--- config.mk ---
export PLATFORM = sky130hd
export DESIGN_NAME = pipe_stage_buf
export DESIGN_NICKNAME = d
export VERILOG_FILES = /design/src/rtl/pipe_pkg.sv /design/src/rtl/pipe_stage_buf.sv
export SDC_FILE = /design/constraint.sdc
export NUM_CORES = 1
export LEC_CHECK = 0
export ABC_CLOCK_PERIOD_IN_PS = 4500
export CELL_PAD_IN_SITES_DETAIL_PLACEMENT = 2
export CELL_PAD_IN_SITES_GLOBAL_PLACEMENT = 2
export CORE_MARGIN = 2
export CORE_UTILIZATION = 38
export CTS_BUF_LIST = sky130_fd_sc_hd__clkbuf_4
export DETAILED_ROUTE_END_ITERATION = 12
export HOLD_SLACK_MARGIN = 0.05
export PLACE_DENSITY = 0.87
export SLEW_MARGIN = 15
export SYNTH_ARGS = -nofsm -noshare
export SYNTH_HDL_FRONTEND = slang
export SYNTH_SLANG_ARGS = --single-unit
--- constraint.sdc ---
create_clock -name clk -period 4.5 [get_ports clk]
set_input_delay 0.9 -clock clk [delete_from_list [all_inputs] [get_ports clk]]
set_output_delay 0.9 -clock clk [all_outputs]
set_load 0.005 [all_outputs]
--- src/rtl/pipe_pkg.sv ---
// Purpose : shared state encoding and default widths for the pipeline stage buffer.
// Latency : n/a (types and constants only).
// Backpressure: n/a.
package pipe_pkg;

  localparam int DATA_W_DEF = 32;
  localparam int RD_W_DEF   = 6;

  typedef enum logic [1:0] {
    ST_EMPTY = 2'd0,
    ST_BUSY  = 2'd1,
    ST_FULL  = 2'd2
  } buf_state_t;

endpackage

--- src/rtl/pipe_stage_buf.sv ---
// Purpose : two-entry skid buffer used as a drop-in pipeline register (IF/ID, ID/EX, ...).
// Latency : one cycle from accept in EMPTY to out_valid.
// Backpressure: in_ready comes from registered state only, so out_ready never reaches it
//   combinationally; the skid entry absorbs the one cycle of slack that this creates.
//
// Ports:
//   clk, rst                 rising-edge clock, asynchronous active-high reset
//   flush                    synchronous squash of all held entries
//   in_valid/in_ready        upstream handshake; in_data/in_rd carry the entry
//   out_valid/out_ready      downstream handshake; out_data/out_rd driven by the main register
//   occupancy                entries held (0, 1 or 2)
module pipe_stage_buf
  import pipe_pkg::*;
#(
  parameter int DATA_W = DATA_W_DEF,
  parameter int RD_W   = RD_W_DEF
) (
  input  logic              clk,
  input  logic              rst,
  input  logic              flush,
  input  logic              in_valid,
  output logic              in_ready,
  input  logic [DATA_W-1:0] in_data,
  input  logic [RD_W-1:0]   in_rd,
  output logic              out_valid,
  input  logic              out_ready,
  output logic [DATA_W-1:0] out_data,
  output logic [RD_W-1:0]   out_rd,
  output logic [1:0]        occupancy
);

  buf_state_t        state;
  buf_state_t        state_nxt;
  logic [DATA_W-1:0] main_data;
  logic [RD_W-1:0]   main_rd;
  logic [DATA_W-1:0] skid_data;
  logic [RD_W-1:0]   skid_rd;

  logic accept;
  logic take;
  logic ld_main_in;
  logic ld_main_skid;
  logic ld_skid;

  // Handshake outputs decoded purely from the state register.
  assign in_ready  = (state != ST_FULL);
  assign out_valid = (state != ST_EMPTY);
  assign occupancy = state;
  assign out_data  = main_data;
  assign out_rd    = main_rd;

  assign accept = in_valid & in_ready;
  assign take   = out_valid & out_ready;

  always_comb begin
    state_nxt    = state;
    ld_main_in   = 1'b0;
    ld_main_skid = 1'b0;
    ld_skid      = 1'b0;

    case (state)
      ST_EMPTY: begin
        if (accept) begin
          ld_main_in = 1'b1;
          state_nxt  = ST_BUSY;
        end
      end
      ST_BUSY: begin
        if (accept && take) begin
          ld_main_in = 1'b1;
        end else if (accept) begin
          ld_skid   = 1'b1;
          state_nxt = ST_FULL;
        end else if (take) begin
          state_nxt = ST_EMPTY;
        end
      end
      ST_FULL: begin
        // in_ready is low here, so only the drain side can move.
        if (take) begin
          ld_main_skid = 1'b1;
          state_nxt    = ST_BUSY;
        end
      end
      default: begin
        state_nxt = ST_EMPTY;
      end
    endcase

    // Flush wins: nothing is loaded, so the main register keeps its last
    // payload on out_data/out_rd while out_valid drops.
    if (flush) begin
      state_nxt    = ST_EMPTY;
      ld_main_in   = 1'b0;
      ld_main_skid = 1'b0;
      ld_skid      = 1'b0;
    end
  end

  always_ff @(posedge clk or posedge rst) begin
    if (rst) begin
      state     <= ST_EMPTY;
      main_data <= '0;
      main_rd   <= '0;
      skid_data <= '0;
      skid_rd   <= '0;
    end else begin
      state <= state_nxt;
      if (ld_main_in) begin
        main_data <= in_data;
        main_rd   <= in_rd;
      end else if (ld_main_skid) begin
        main_data <= skid_data;
        main_rd   <= skid_rd;
      end
      if (ld_skid) begin
        skid_data <= in_data;
        skid_rd   <= in_rd;
      end
    end
  end

endmodule

==> results_dict.tcl <==
set metrics [dict create \
    coreArea_um2 8760 \
    clkPwrFrac 0.229 \
    yosysWarnings 0 \
    syn_nets 267 \
    grt-ovfl-total 0 \
    vdd_drop_max_mv 0.209 \
    cts.sinks 78 \
    die-area_um2 9830 \
    crit_arrival_ns 3.25 \
    p_per_area_nw_per_um2 495 \
    cp-startpoint "flush" \
    report.power.total_mw 2.24 \
    min_from "skid_data[2]$_DFFE_PP0P_" \
    hold_class "flop to flop" \
    routed_via_density 5.08 \
    critPathBufInv 1 \
    routed_wl_um 7950 \
    crit_path_max_fanout 40 \
    switching_share 0.253 \
    fillCellCount 822 \
    rows 34 \
    cts_buffers 9 \
    slew_viol_final 0 \
    seq_power_share 0.474 \
    dr.pass1.iters 4 \
    min_period_over_period 0.656 \
    regToRegSetupSlack_ns 2.07 \
    cts_buffer_depth 2 \
    grt_pass1_vias 2577 \
    ctsResizeCount 0 \
    tns_ns 0 \
    power.switching_mw 0.565 \
    yosysUniqueCellTypes 20 \
    crit_top_cell "mux2_1" \
    clk_root_buffer_cell "clkbuf_4" \
    gp_congestion 0.722 \
    final_core_util 0.516 \
    vias 2139 \
    dp_hpwl_um 5520 \
    max_stage_delay_ns 0.62 \
    rsz0062_at_grt "no" \
    hold_viol 0 \
    max_freq_mhz 339 \
    htreeDepth 3 \
    seqCellArea_um2 1950 \
    maxCapViolCount 0 \
    pwr-share-comb 0.297 \
    mostFrequentLayoutCell "clkdlybuf4s50_1" \
    layout_common_cells "84 x clkdlybuf4s50_1, 78 x dfrtp_1, 63 x mux2_1, 47 x mux2_2, 10 x clkbuf_4" \
    r2r_start "occupancy[1]$_DFFE_PP0P_" \
    multi_input_area_um2 1390 \
    syn_to_final_growth_pct 31.4 \
    clk_latency_ns 0.41 \
    start_util 0.392 \
    power.leakage_nw 1.95 \
    grt_max_degree 56 \
    synth_seq_cells 78 \
    drc 0 \
    slew_headroom 0.289 \
    start_kind "input port" \
    drive_above_1_share 0.220 \
    clk_pin_slew_ns 0.12 \
    layout_min_cycle_time_ns 2.95 \
    antenna_cells 0 \
    synthCells 224 \
    die_w_um 99.1 \
    fin_skew_ns 0.0155 \
    wire_per_inst_um 18.9 \
    grt_pass1_wl_um 13400 \
    outcome "completed" \
    tritoncts "built" \
    die_h_um 99.1 \
    drtAntennaViolNets 0 \
    tightest_slew_ns 1.07 \
    cp_slowest_cell "nand2_2" \
    antenna_found_initial 0 \
    crit_type "input port to flop" \
    ctsHoldBuffers 0 \
    ios 85 \
    drt_iter0_drc 40 \
    port_buffers 84 \
    cp_top_family "simple AND/OR/NAND/NOR gates" \
    crit_path_end_kind "flop" \
    grt_use_total 0.177 \
    netlist_area_um2 3440 \
    finalSetupViolations 0 \
    post_cts_buffers 0 \
    yosysSeqAreaShare 0.567 \
    crit_chain "clkdlybuf4s50_1, nor3b_2, nand2_2, mux2_1, mux2_1" \
    cp_data_required_time_ns 4.80 \
    internal_power_mw 1.67 \
    nets 352 \
    synth_area_per_cell_um2 15.4 \
]
-- worst register-to-register path: cells and delay by family (launching register included) --
kind          cells  cell delay, ns
simple gates      2            0.93
mux               2            0.91
flops             1            0.49
-- layer usage --
| metal | track usage | wire length [um] |
|---|---|---|
| met2 | 0.314 | 4200 |
| met4 | 0.0443 | 76 |
| met3 | 0.0478 | 375 |
| met1 | 0.213 | 3300 |
| met5 | 0 | 0 |
-- cell type report --
class | count | area share
timing repair buffer | 86 | 0.189
clock buffer | 10 | 0.0166
sequential | 78 | 0.432
clock inverter | 5 | 0.0219
inverter | 2 | 0.00194
tap | 108 | 0.0299
multi-input combinational | 132 | 0.308
-- through the flow --
step	setup slack, ns	cells	hold slack (ns)	cell area [um2]
6_report	1.55	421	0.503	4520
5_1_grt	1.44	421	0.528	4520
4_1_cts	1.50	421	0.512	4520
3_5_place_dp	1.03	406	0.482	4350
3_3_place_gp	1.20	406	0.469	4350
2_1_floorplan	1.60	224	0.460	3440
-- Yosys cell counts --
cell	n	area, um2
a21oi_1	3	15.0
and3_1	1	6.26
buf_2	5	25.0
buf_4	1	7.51
buf_6	6	67.6
dfrtp_1	78	1950
inv_1	2	7.51
mux2_1	63	709
mux2_2	47	529
mux2i_1	3	30.0
nand2_1	1	3.75
nand2_2	1	6.26
nand2b_1	3	18.8
nor2_1	4	15.0
nor3b_1	1	7.51
nor3b_2	1	12.5
o21ai_0	1	5.00
o21bai_1	1	7.51
o31ai_1	1	7.51
or2_2	1	6.26
-- cell families after synthesis --
kind of cell / after synthesis / share of synthesized area
multiplexers: 113 / 0.369
AO/OA/AOI/OAI: 6 / 0.0102
AND/OR/NAND/NOR: 13 / 0.0222
flip-flops: 78 / 0.567
buffers and inverters: 14 / 0.0313
-- power by group through the flow --
stage | clock, mW | combinational, mW | sequential [mW]
floorplan | 0 | 0.290 | 1.05
global placement | 0 | 0.638 | 1.05
detailed placement | 0 | 0.678 | 1.08
CTS | 0.536 | 0.682 | 1.07
global route | 0.563 | 0.726 | 1.09
finish | 0.512 | 0.664 | 1.06
-- path summary, 6_finish.rpt --
| check | cells after the start | end |
|---|---|---|
| worst min register to register | 1 | skid_data[2]$_DFFE_PP0P_ |
| max in group asynchronous | 3 | out_data[8]$_DFFE_PP0P_ |
| worst max-delay path | 5 | out_data[16]$_DFFE_PP0P_ |
| min in group asynchronous | 2 | out_data[9]$_DFFE_PP0P_ |
| worst max register to register | 4 | out_data[16]$_DFFE_PP0P_ |
| worst min-delay path | 1 | skid_data[2]$_DFFE_PP0P_ |
-- flip-flops by register name, summed over array words and instances (netlist names) --
name and cells:
out_data 32, occupancy 2, out_rd 6, skid_rd 6, skid_data 32
Note: power is estimated with default switching activity, not from simulation.
